File: config.mk
export PLATFORM = sky130hd
export DESIGN_NAME = mem_access_unit
export DESIGN_NICKNAME = d
export VERILOG_FILES = /design/src/rtl/mem_access_unit_pkg.sv /design/src/rtl/mem_access_unit_load_align.sv /design/src/rtl/mem_access_unit.sv
export SDC_FILE = /design/constraint.sdc
export NUM_CORES = 1
export LEC_CHECK = 0
export ABC_AREA = 1
export BUFFER_PORTS_ARGS = -buffer_cell sky130_fd_sc_hd__buf_2
export CAP_MARGIN = 20
export CORE_AREA = 3 3 116 118
export DETAILED_ROUTE_END_ITERATION = 8
export DIE_AREA = 0 0 119 121
export GPL_TIMING_DRIVEN = 0
export PLACE_DENSITY = 0.84
export SYNTH_ARGS = -nofsm -noshare
export SYNTH_HDL_FRONTEND = slang
export SYNTH_SLANG_ARGS = --single-unit
File: constraint.sdc
create_clock -name clk -period 1.8 [get_ports clk]
set_input_delay 0.09 -clock clk [delete_from_list [all_inputs] [get_ports clk]]
set_output_delay 0.09 -clock clk [all_outputs]
set_load 0.005 [all_outputs]
File: src/rtl/mem_access_unit_pkg.sv
// mem_access_unit_pkg: shared bus widths, access-size encodings and FSM states for the memory stage.
package mem_access_unit_pkg;
   localparam int DATA_BUS = 32;
   localparam int ADDR_BUS = 32;
   localparam int MEM_SEL_BUS = 4;
   localparam int REG_ADDR_BUS = 5;
   localparam logic [MEM_SEL_BUS-1:0] MEM_SEL_BYTE = 4'b0001;
   localparam logic [MEM_SEL_BUS-1:0] MEM_SEL_HALF = 4'b0011;
   localparam logic [MEM_SEL_BUS-1:0] MEM_SEL_WORD = 4'b1111;
   typedef enum logic [1:0] {IDLE = 2'd0, REQ = 2'd1, WAIT = 2'd2, DONE = 2'd3} state_t;
endpackage

File: src/rtl/mem_access_unit_load_align.sv
// mem_load_align: shifts read data down to the accessed byte lane, masks to size and optionally sign-extends.
module mem_load_align
   import mem_access_unit_pkg::*;
(
   input  logic [1:0]             addr,
   input  logic [MEM_SEL_BUS-1:0] sel,
   input  logic                   sign_ext,
   input  logic [DATA_BUS-1:0]    rdata,
   output logic [DATA_BUS-1:0]    data
);
   logic [DATA_BUS-1:0] shifted;
   always_comb begin
      shifted = rdata >> {addr, 3'b000};
      data = sel == MEM_SEL_BYTE ? {{24{sign_ext & shifted[7]}}, shifted[7:0]} :
             sel == MEM_SEL_HALF ? {{16{sign_ext & shifted[15]}}, shifted[15:0]} : shifted;
   end
endmodule

File: src/rtl/mem_access_unit.sv
// mem_access_unit: MEM-stage bus master running each load/store as a stalled request/response transaction.
module mem_access_unit
   import mem_access_unit_pkg::*;
(
   input  logic                    clk,
   input  logic                    rst,
   input  logic                    mem_read_flag,
   input  logic                    mem_write_flag,
   input  logic                    mem_sign_ext_flag,
   input  logic [MEM_SEL_BUS-1:0]  mem_sel,
   input  logic [DATA_BUS-1:0]     mem_write_data,
   input  logic [DATA_BUS-1:0]     result_in,
   input  logic                    reg_write_en_in,
   input  logic [REG_ADDR_BUS-1:0] reg_write_addr_in,
   input  logic [ADDR_BUS-1:0]     current_pc_addr_in,
   output logic                    stall_req,
   output logic                    addr_error,
   output logic                    ram_req,
   output logic                    ram_wr,
   output logic [ADDR_BUS-1:0]     ram_addr,
   output logic [MEM_SEL_BUS-1:0]  ram_wen,
   output logic [DATA_BUS-1:0]     ram_wdata,
   input  logic                    ram_addr_ok,
   input  logic                    ram_data_ok,
   input  logic [DATA_BUS-1:0]     ram_rdata,
   output logic [DATA_BUS-1:0]     result,
   output logic                    reg_write_en_out,
   output logic [REG_ADDR_BUS-1:0] reg_write_addr_out,
   output logic [ADDR_BUS-1:0]     current_pc_addr_out
);
   state_t state, next;
   logic access, misaligned, go, capture;
   logic [MEM_SEL_BUS-1:0] wen;
   logic [DATA_BUS-1:0] wdata, load_data, load_q;
   mem_load_align align (
      .addr     (result_in[1:0]),
      .sel      (mem_sel),
      .sign_ext (mem_sign_ext_flag),
      .rdata    (ram_rdata),
      .data     (load_data)
   );
   always_comb begin
      access = mem_read_flag | mem_write_flag;
      misaligned = (mem_sel == MEM_SEL_HALF & result_in[0]) | (mem_sel == MEM_SEL_WORD & result_in[1:0] != 2'b00);
      addr_error = ~rst & access & misaligned;
      go = access & ~misaligned;
      wen = mem_sel << result_in[1:0];
      wdata = mem_sel == MEM_SEL_BYTE ? {4{mem_write_data[7:0]}} :
              mem_sel == MEM_SEL_HALF ? {2{mem_write_data[15:0]}} : mem_write_data;
      // a coincident addr_ok/data_ok in REQ completes the transfer without visiting WAIT
      capture = ram_data_ok & (state == WAIT | (state == REQ & ram_addr_ok));
      ram_req = state == REQ;
      stall_req = state == IDLE ? go : state != DONE;
      result = state == DONE & mem_read_flag ? load_q : result_in;
      reg_write_en_out = reg_write_en_in & ~mem_write_flag & ~addr_error;
      reg_write_addr_out = reg_write_addr_in;
      current_pc_addr_out = current_pc_addr_in;
   end
   always_comb begin
      next = state;
      case (state)
         IDLE:    next = go ? REQ : IDLE;
         REQ:     next = ram_addr_ok ? (ram_data_ok ? DONE : WAIT) : REQ;
         WAIT:    next = ram_data_ok ? DONE : WAIT;
         default: next = IDLE;
      endcase
   end
   always_ff @(posedge clk) begin
      if (rst) begin
         state <= IDLE;
         load_q <= '0;
         ram_wr <= 1'b0;
         ram_wen <= '0;
         ram_addr <= '0;
         ram_wdata <= '0;
      end else begin
         state <= next;
         if (state == IDLE & go) begin
            ram_addr <= {result_in[ADDR_BUS-1:2], 2'b00};
            ram_wr <= mem_write_flag;
            ram_wen <= mem_write_flag ? wen : '0;
            ram_wdata <= wdata;
         end
         if (capture) load_q <= load_data;
      end
   end
endmodule

### Yosys cells after proc, flatten, opt, wreduce, memory -nomap -nowiden

Index checks and enable logic that the tools add are counted.

* word-level logic and storage cells: 48
* output and inout port bits: 142
* register bits after elaboration: 101

* bitwise logic cells: 20
* equality and inequality tests: 7
* reductions and logical operators: 2
* shift-type cells: 2
* multiplexer cells: 11

Operators by type and width (number)
* 32-bit two-way mux: 5
* 32-bit by 5-bit right shift with 32-bit output: 1
* 1-bit AND: 13
* 2-bit case mux with 3 select lines: 1
* 2-bit == test (second input constant): 2
* 4-bit by 1-bit == test with 1-bit output (second input constant): 1
* 4-bit by 2-bit == test with 1-bit output (second input constant): 1
* 4-bit == test (second input constant): 1
* 4-bit two-way mux: 1
* 1-bit inverter: 4
* 4-bit by 2-bit left shift with 4-bit output: 1
* 1-bit two-way mux: 3
* 1-bit OR: 3
* 2-bit by 1-bit == test with 1-bit output (second input constant): 1
* 2-bit logical NOT: 1
* 2-bit two-way mux: 1
* 2-bit != test (second input constant): 1
* 2-bit nonzero test: 1

### Longest topological paths before layout

Gate-level depths: netlist of run 1.

* depth after elaboration: 7
* mapped depth: 11

### Cells and area by module

A second synthesis of run 1 with hierarchy kept.

* cell total of the unflattened synthesis: 1000
* area total of the unflattened synthesis: 6172.2 µm²

Modules (own cells, without submodules)
* mem_access_unit: area an instance 5231.3 µm², seq. area each 2021.9 µm², times used 1, cells an instance 800
* mem_load_align: area an instance 940.9 µm², seq. area each 0.0 µm², times used 1, cells an instance 200

### Worst setup path after synthesis of run 1

Ideal clock, no wire load.

* kind: reg-to-reg
* start: register state[1]
* end: register load_q[16]
* data arrival time: 1.484 ns
* clock period less this slack: 1.605 ns
* stages on the path, launching flop included: 9
* slack: 0.195 ns
* cell sequence: dfxtp_1 inv_1 ha_1 a21oi_1 nor2_1 inv_2 nor2_4 buf_4 a21oi_2

* longest elaborated chain between the ends: 4
* elaborated cells on any way between the ends: 5
* classes of those cells: eq/ne (2); bitwise (3)

RTL lines
* start, declared: line mem_access_unit.sv:31 `state_t state, next;`
* start signal, assigned: line mem_access_unit.sv:77 `state <= next;`
* 2-bit by 1-bit == test with 1-bit output
* via ram_req: line mem_access_unit.sv:18 `output logic ram_req,`
* 1-bit AND: line mem_access_unit.sv:51 `capture = ram_data_ok & (state == WAIT | (state == REQ & ram_addr_ok));`
* 1-bit OR: line mem_access_unit.sv:51
* 1-bit AND: line mem_access_unit.sv:51
* end signal, assigned: line mem_access_unit.sv:84 `if (capture) load_q <= load_data;`
* end, declared: line mem_access_unit.sv:34 `logic [DATA_BUS-1:0] wdata, load_data, load_q;`

The timed path passes the listed nets, and every way through them passes these cells.
A chain may end at the register's enable or synchronous reset.

### Worst setup path after layout of run 1

* start: register state[0]
* end: output port result[3]

* longest elaborated chain between the ends: 3

RTL lines
* 2-bit == test: line mem_access_unit.sv:54 `result = state == DONE & mem_read_flag ? load_q : result_in;`
* 1-bit AND: line mem_access_unit.sv:54
* 32-bit two-way mux: line mem_access_unit.sv:54
* end, declared: line mem_access_unit.sv:26 `output logic [DATA_BUS-1:0] result,`

No other way between the ends.

==> flow_metrics.tcl, run 1 <==
set metrics [dict create \
    syn_to_final_growth_pct 32.49 \
    grt_pass1_vias 5745 \
    path_cells "ha_2 > nand2_8 > clkbuf_16 > mux2_2 > buf_2" \
    grt_util_met1_pct 34.27 \
    grt_first_pass_wirelength_um 29480 \
    slew_viol_final 0 \
    clk_latency_ns 0.34 \
    io_buffers 247 \
    grt_use_met3_pct 3.217 \
    cp.arrival_ns 1.66 \
    io_pins 287 \
    seq_area_frac_synth_pct 34.61 \
    via_per_inst 5.073 \
    std_cell_rows 41 \
    p_leak_nw 4.024 \
    busiest_layer "met2" \
    grtUsageMet2_pct 41.54 \
    worstSetupStartpointType "flip-flop" \
    cts_buffer_depth 2 \
    cts_hold_buf 0 \
    peakVddDrop_v 0.0004739 \
    synth.area.top_cells "dfxtp_1 35%, nand2_1 13%, o21ai_0 7.5%" \
    die_h_um 121 \
    cp_max_fo 8 \
    powerDensity_nw_per_um2 859.5 \
    drc_errors 0 \
    fin_nets 1256 \
    cts.htree.levels 3 \
    slowest_stage "dfxtp_2" \
    dp_slack_ns -0.1031 \
    slew_headroom_pct 66.54 \
    cts.sinks 101 \
    synth.avg_cell_area_um2 6.930 \
    path_clk_slew_ns 0.06 \
    track_usage_pct 25.37 \
    vias 6504 \
    most-common-layout-cells "266 x buf_2, 203 x nand2_1, 99 x dfxtp_1" \
    fmax_mhz 571.9 \
    die_area_um2 14400 \
    setup_viol 0 \
    start_util_pct 46.48 \
    grt_max_degree 16 \
    tightestPinTransition_ns 0.5020 \
    cp.required_ns 1.71 \
    core_um2 12570 \
    finalCoreUtilization_pct 61.58 \
    clock_skew_ns 0.004415 \
    hold_class "primary input to flip-flop" \
    mostFrequentLayoutCell "buf_2" \
    cts_root_buf "clkbuf_16" \
    synth_largest_area_cell "dfxtp_1" \
    fin_crit_ns 1.748 \
    wl_per_cell_um 15.21 \
    gp_congestion 0.9552 \
    overflow 0 \
    yosysUniqueCellTypes 34 \
    yosysTopAreaCellShare_pct 34.61 \
    ant_nets 0 \
    cts_tree "done" \
    antenna_found_initial 0 \
    synth_warnings 0 \
    wl_um 19500 \
    diodes 0 \
    cap_violations 0 \
    setup_slack_ns 0.05159 \
    slowest_delay_ns 0.34 \
    ys_ff_latch 101 \
    syn_area_um2 5842 \
    die_w_um 119 \
    numCtsBuffers 9 \
    end_kind "primary output" \
    synthCells 843 \
    status "finished, final reports clean" \
    drive_gt1_share_pct 38.47 \
    firstDrtPassIters 6 \
    path_delay_family "flip-flops" \
    period_share_pct 97.13 \
    first_iter_violations 651 \
    dp_hpwl_um 15540 \
    hold_viol 0 \
    fin_cells 1282 \
    crit_buf_inv 2 \
    crit_type "flip-flop to primary output" \
    dp_cells 1263 \
]
==> layout make-up <==
type	instances	area [um^2]
multi-input cells	591	3025
plain buffers	97	646.9
clock inverters	4	72.57
inverters	54	203.9
clock buffers	11	242.7
flip-flops and latches	101	2024
well taps	172	215.2
fillers	1157	4828
repair buffers	252	1309
==> tightest hold or removal path: stages <==
cell     delay (ns)
buf_2          0.08
o21ai_1        0.06
nor2_1         0.07
==> report_power, final <==
part / leakage (nW) / switching [mW] / internal (mW)
combinational: 3.04 / 1.06 / 0.828
sequential: 0.834 / 0.172 / 2.53
clock: 0.152 / 0.821 / 1.25
total: 4.02 / 2.05 / 4.60
==> routing by layer <==
| layer | vias to the layer above | share of wire (%) |
|---|---|---|
| li1 | 3225 | - |
| met1 | 2909 | 43 |
| met2 | 326 | 47 |
| met3 | 44 | 7.6 |
| met4 | 0 | 2.8 |
| met5 | - | 0 |
==> cells by family after synthesis <==
logic type | Yosys count | share of synthesized area (%)
buffers and inverters | 152 | 14.18
AOI/OAI and AO/OA | 216 | 20.80
adders and majority gates | 5 | 1.071
muxes | 22 | 4.241
other | 1 | 0.06419
DFF | 101 | 34.61
and+or+nand+nor | 346 | 25.04
==> path summary, 6_finish.rpt <==
path | startpoint | endpoint | slack (ns) | cells past startpoint
max | state[0] | result[3] | 0.05 | 5
min | result_in[28] | ram_addr[28] | 0.004 | 3
max reg2reg | state[1] | load_q[22] | 0.12 | 8
min reg2reg | ram_wr | ram_wr | 0.46 | 2
==> registers in the layout (all words and copies together), names as in the netlist <==
| name | count |
|---|---|
| ram_wen | 4 |
| ram_wdata | 32 |
| load_q | 32 |
| state | 2 |
| ram_wr | 1 |
| ram_addr | 30 |
==> synthesized netlist by cell type <==
library cell    n
clkinv_2        1
nor2_4          4
o21ai_0        88
buf_1           5
and2_1          1
nor3_1          1
buf_8           1
nand3_4         1
or2_1           1
a21oi_2        25
buf_2          19
nand4_1         2
buf_4          45
inv_2           5
nand4_4         1
inv_1          48
a22oi_1         1
nor2_2          5
or2_2           8
nor2_1         83
and3_1          1
o21ai_1         5
clkbuf_1       21
a21oi_1        82
o211ai_1       15
dfxtp_1       101
mux2_2         22
nand3_1        27
buf_6           7
conb_1          1
nand2_2         6
nand2_4         1
ha_1            5
nand2_1       204
==> through the flow <==
step | area, um^2 | power (mW) | TNS (ns) | hold slack [ns]
after CTS | 7655 | 6.648 | 0 | 0.0004657
after global routing | 7740 | 6.994 | -0.003466 | 0.02406
final | 7740 | 6.653 | 0 | 0.004192
after floorplan | 5846 | 3.820 | 0 | 0.2165
after detailed placement | 7297 | 4.589 | -2.450 | 0.3466
after global placement | 7297 | 4.549 | -2.066 | 0.3423
==> what timing repair did <==
action                     4_1_cts  5_1_grt
setup buffers                    1        2
pin swaps                        2        3
cloned                           0        2
setup endpoints to repair       58       56
resized for setup               13       11
(Power assumes the default switching activity.)
==> inputs of run 2 (changes only) <==
- BUFFER_PORTS_ARGS: -buffer_cell sky130_fd_sc_hd__buf_2 -> default
- CORE_AREA: 3 3 116 118 -> 3 3 109 111
- DIE_AREA: 0 0 119 121 -> 0 0 112 114
- DONT_BUFFER_PORTS: default -> 1
- PLACE_DENSITY: 0.84 -> 0.72
==> run 2 against run 1 <==
Effect of this change:
- via count is 8.6% lower
- clock skew rose by 0.0011 ns
- register-to-register slack about the same
==> flow_metrics.tcl, run 2 (synthesized netlist as in run 1, its figures left out) <==
set metrics [dict create \
    fin_crit_ns 1.762 \
    track_usage_pct 29.33 \
    io_buffers 0 \
    end_kind "primary output" \
    design_area_um2 6888 \
    std_cell_rows 38 \
    firstDrtPassIters 5 \
    cp.required_ns 1.71 \
    sw_frac_of_total_pct 32.72 \
    p_int_mw 4.008 \
    slew_viol_final 0 \
    fmax_mhz 567.6 \
    grt_max_degree 17 \
    finalCoreUtilization_pct 63.26 \
    dp_hpwl_um 15100 \
    crit_type "flip-flop to primary output" \
    detailed_place.area_um2 6021 \
    grt_first_pass_wirelength_um 29820 \
    pwr-share-clk_pct 27.6 \
    hold_viol 0 \
    diodes 0 \
    numCtsBuffers 9 \
    path_delay_family "multiplexers" \
    cts_tree "done" \
    slew_headroom_pct 63.85 \
    cp_max_fo 10 \
    wl_per_cell_um 18.57 \
    wl_um 19700 \
    ant_nets 0 \
    slowest_delay_ns 0.38 \
    die_area_um2 12770 \
    setup_viol 0 \
    most-common-layout-cells "203 x nand2_1, 100 x dfxtp_1, 88 x o21ai_0" \
    hold-worst-slack_ns 0.008830 \
    first_iter_violations 616 \
    fin_nets 1066 \
    drive_gt1_share_pct 19.65 \
    die_w_um 112 \
    cts.htree.levels 3 \
    clk_latency_ns 0.37 \
    overflow 0 \
    clock_skew_ns 0.005527 \
    powerDensity_nw_per_um2 865.0 \
    crit_start "state[1]" \
    drc_errors 0 \
    gp_congestion 0.9277 \
    via_per_inst 5.603 \
    grt_pass1_vias 5602 \
    worstSetupStartpointType "flip-flop" \
    tightestPinTransition_ns 0.5423 \
    cp.arrival_ns 1.67 \
    path_cells "ha_1 > nand2_4 > buf_6 > mux2_2" \
    p_leak_nw 3.174 \
    seqPwrFrac_pct 46.5 \
    die_h_um 114 \
    top_regs "load_q x32, ram_wdata x32, ram_addr x30" \
    min-delay-start "ram_rdata[11]" \
    peakVddDrop_v 0.0004870 \
    io_pins 287 \
    path_clk_slew_ns 0.10 \
    core_um2 10890 \
    hold_class "primary input to flip-flop" \
    status "finished, final reports clean" \
    antenna_found_initial 0 \
    mostFrequentLayoutCell "nand2_1" \
    cts.sinks 101 \
    switchingPower_mw 1.949 \
    crit_buf_inv 1 \
    r2r_start "state[1]" \
    syn_to_final_growth_pct 17.91 \
    slowest_stage "mux2_2" \
    period_share_pct 97.87 \
    cap_violations 0 \
    p_comb_share_pct 26.0 \
    cts_root_buf "clkbuf_8" \
    start_util_pct 53.65 \
    cts_buffer_depth 2 \
    vias 5945 \
]
==> run 2: final timing paths <==
| path | end | slack (ns) | depth (start not counted) |
|---|---|---|---|
| min | load_q[3] | 0.009 | 2 |
| max reg2reg | load_q[22] | 0.11 | 8 |
| max | result[30] | 0.04 | 4 |
| min reg2reg | ram_wr | 0.50 | 2 |
==> run 2: power groups by stage <==
stage                     sequential [mW]  combinational (mW)  clock (mW)
after global routing                 2.80                1.72        1.75
after detailed placement             2.82                1.37           0
final                                2.77                1.55        1.64
after floorplan                      2.73                1.09           0
after global placement               2.81                1.34           0
after CTS                            2.77                1.49        1.65
==> run 2: what timing repair did <==
item / 4_1_cts / 5_1_grt
pin swaps: 2 / 3
endpoints found under the hold margin: 65 / 0
buffers inserted: 1 / 5
setup endpoints to repair: 63 / 28
gates resized for setup: 11 / 7
hold buffers: 56 / 0
==> run 2: layout make-up <==
cell class / instances / area [um^2]
Buffer: 97 / 644.4
Tap cell: 140 / 175.2
Inverter: 54 / 203.9
Clock buffer: 11 / 141.4
Fill cell: 1014 / 4000
Timing Repair Buffer: 62 / 605.6
Sequential cell: 101 / 2023
Clock inverter: 5 / 82.58
Multi-Input combinational cell: 591 / 3012
==> run 2: layer usage <==
| layer | track usage (%) | up-vias | part of all wire, % |
|---|---|---|---|
| met4 | 11.30 | 0 | 3.5 |
| li1 | - | 2846 | - |
| met1 | 36.54 | 2691 | 40 |
| met5 | 0 | - | 0 |
| met2 | 49.92 | 351 | 48 |
| met3 | 6.313 | 57 | 8.8 |
==> run 2: per-stage QoR <==
| step | power [mW] | TNS [ns] | worst slack, ns | cells |
|---|---|---|---|---|
| 2_1_floorplan | 3.820 | 0 | 0.1947 | 844 |
| 3_3_place_gp | 4.143 | -3.779 | -0.1938 | 984 |
| 3_5_place_dp | 4.191 | -6.986 | -0.2780 | 984 |
| 4_1_cts | 5.909 | 0 | 0.001496 | 1056 |
| 5_1_grt | 6.262 | -0.002833 | -0.002833 | 1061 |
| 6_report | 5.958 | 0 | 0.03833 | 1061 |
==> inputs of run 3 (changes only) <==
- ABC_AREA: 1 -> default
- CORE_AREA: 3 3 109 111 -> 3 3 110 112
- DIE_AREA: 0 0 112 114 -> 0 0 113 115
==> run 3 against run 2 <==
Effect of this change:
- the run now ends with hold timing left
- design area grew 1.8%
- synthesized area grew 1.6%
- fmax grew 0.89%
==> flow_metrics.tcl, run 3 <==
set metrics [dict create \
    firstDrtPassIters 5 \
    cts_buffer_depth 2 \
    synth.avg_cell_area_um2 8.957 \
    io_buffers 0 \
    synth_top_cells_by_count "146 x nand2_1, 101 x dfxtp_1, 88 x mux2i_1" \
    path_delay_family "multiplexers" \
    clk_latency_ns 0.35 \
    worstSetupStartpointType "flip-flop" \
    mostFrequentLayoutCell "nand2_1" \
    cp_max_fo 10 \
    die_w_um 113 \
    grt_max_degree 18 \
    wl_um 19260 \
    async_flop_share_pct 0 \
    peakVddDrop_v 0.0004687 \
    crit_type "flip-flop to primary output" \
    track_usage_pct 28.29 \
    cts.htree.levels 3 \
    crit_buf_inv 1 \
    slowest_stage "mux2_2" \
    start_util_pct 52.45 \
    status "finished with violations" \
    violations "hold timing" \
    drc_errors 0 \
    cp.arrival_ns 1.66 \
    cap_violations 0 \
    clock_skew_ns 0.007651 \
    syn_to_final_growth_pct 18.06 \
    drive_gt1_share_pct 23.98 \
    hold_class "primary input to flip-flop" \
    ant_nets 0 \
    grt_first_pass_wirelength_um 28750 \
    hold_depth 2 \
    synthCells 663 \
    crit_start "state[0]" \
    cts_tree "done" \
    synth_warnings 0 \
    fin_crit_ns 1.746 \
    most-common-layout-cells "145 x nand2_1, 100 x dfxtp_1, 88 x mux2i_1" \
    synth-edff-count 0 \
    min_to "ram_wdata[25]" \
    rsz0062_at_grt "true" \
    gp_congestion 0.8973 \
    hold-worst-slack_ns -0.003270 \
    setup_tns_ns 0 \
    overflow 0 \
    rr_endpoint "load_q[13]" \
    first_iter_violations 357 \
    hold_viol 1 \
    slew_headroom_pct 42.83 \
    antenna_found_initial 1 \
    synth_largest_area_cell "dfxtp_1" \
    period_share_pct 97.00 \
    fin_nets 879 \
    slowest_delay_ns 0.39 \
    slew_viol_final 0 \
    via_per_inst 5.899 \
    design_area_um2 7010 \
    end_kind "primary output" \
    synth.area.top_cells "dfxtp_1 34%, mux2i_1 15%, mux2_2 9.7%" \
    cp.required_ns 1.71 \
    path_clk_slew_ns 0.08 \
    numCtsBuffers 9 \
    cts_root_buf "clkbuf_16" \
    synth.most_common_cell "nand2_1" \
    path_cells "ha_1 > nand2_2 > buf_4 > mux2_2" \
    detailed_place.area_um2 6121 \
    core_um2 11320 \
    reg2reg_depth 7 \
    r2r_start "state[1]" \
    vias 5179 \
    cts.sinks 101 \
    wl_per_cell_um 21.94 \
    top_regs "load_q x32, ram_wdata x32, ram_addr x30" \
    yosysUniqueCellTypes 46 \
    std_cell_rows 39 \
    reg2reg_slack_ns 0.09 \
    powerDensity_nw_per_um2 871.2 \
    syn_area_um2 5938 \
    setup_viol 0 \
    ys_ff_latch 101 \
    yosysTopAreaCellShare_pct 34.05 \
    dp_hpwl_um 14390 \
    grt_pass1_vias 5184 \
    fmax_mhz 572.7 \
    die_h_um 115 \
    tightestPinTransition_ns 0.8497 \
    p_leak_nw 2.850 \
    min-delay-start "mem_write_data[25]" \
    yosys_most_used_dff "dfxtp_1" \
    seq_area_frac_synth_pct 34.05 \
    io_pins 287 \
    die_area_um2 13000 \
]
run 3: cell families (layout without fill, tap and decap cells):
group                    after synthesis  after routing  share of synthesized area [%]
multiplexers                         144            144                          25.90
AO/OA/AOI/OAI                        119            119                          15.42
buffers and inverters                103            173                          10.20
adder cells (fa/ha/maj)                5              5                          1.054
other                                  1              3                        0.06315
flip-flops                           101            101                          34.05
AND/OR/NAND/NOR                      189            189                          13.17
XOR/XNOR                               1              1                         0.1475
run 3: what timing repair did:
item / in CTS / in global routing
setup endpoints to repair: 62 / 33
hold endpoints to repair: 54 / 0
pin swaps: 0 / 1
resized for setup: 17 / 2
hold buffers: 53 / 0
setup buffers: 0 / 2
run 3: worst max path at each step:
stage | end | slack (ns) | cells after the start
floorplan | load_q[16] | 0.08 | 8
global placement | load_q[6] | -0.30 | 8
detailed placement | load_q[6] | -0.41 | 8
CTS | result[1] | 0.02 | 4
global route | result[1] | -0.009 | 4
finish | result[1] | 0.05 | 4
run 3: routing by layer:
metal | GRT usage [%] | vias up | wire length, um | part of all wire, %
li1 | - | 2417 | - | -
met1 | 33.73 | 2467 | 7446 | 39
met2 | 47.35 | 264 | 9312 | 48
met3 | 10.42 | 31 | 2111 | 11
met4 | 9.535 | 0 | 392 | 2.0
met5 | 0 | - | 0 | 0
run 3: cell type report:
cell class / count / area, um^2
sequential: 101 / 2023
fill: 972 / 4310
clock inverter: 6 / 68.82
timing repair buffer: 55 / 545.5
multi-input combinational: 460 / 3327
tap: 143 / 178.9
clock buffer: 10 / 239.0
antenna: 1 / 2.502
inverter: 6 / 22.52
buffer: 96 / 603.1
run 3: where the power goes:
group	leakage (nW)	switching (mW)	internal [mW]	total, mW
logic	1.87	0.700	0.653	1.35
clock network	0.149	0.915	1.13	2.04
registers	0.830	0.220	2.49	2.71
run 3: stage by stage:
step	total power [mW]	util (%)	hold WS [ns]	setup slack (ns)	instances
2_1_floorplan	3.681	-	0.2132	0.08050	664
5_1_grt	6.346	61.93	0.01965	-0.009499	878
3_3_place_gp	3.938	54.07	0.2186	-0.2996	807
6_report	6.107	61.93	-0.003270	0.05391	878
4_1_cts	6.111	61.77	0.005346	0.01715	876
3_5_place_dp	3.982	54.07	0.2169	-0.4104	807
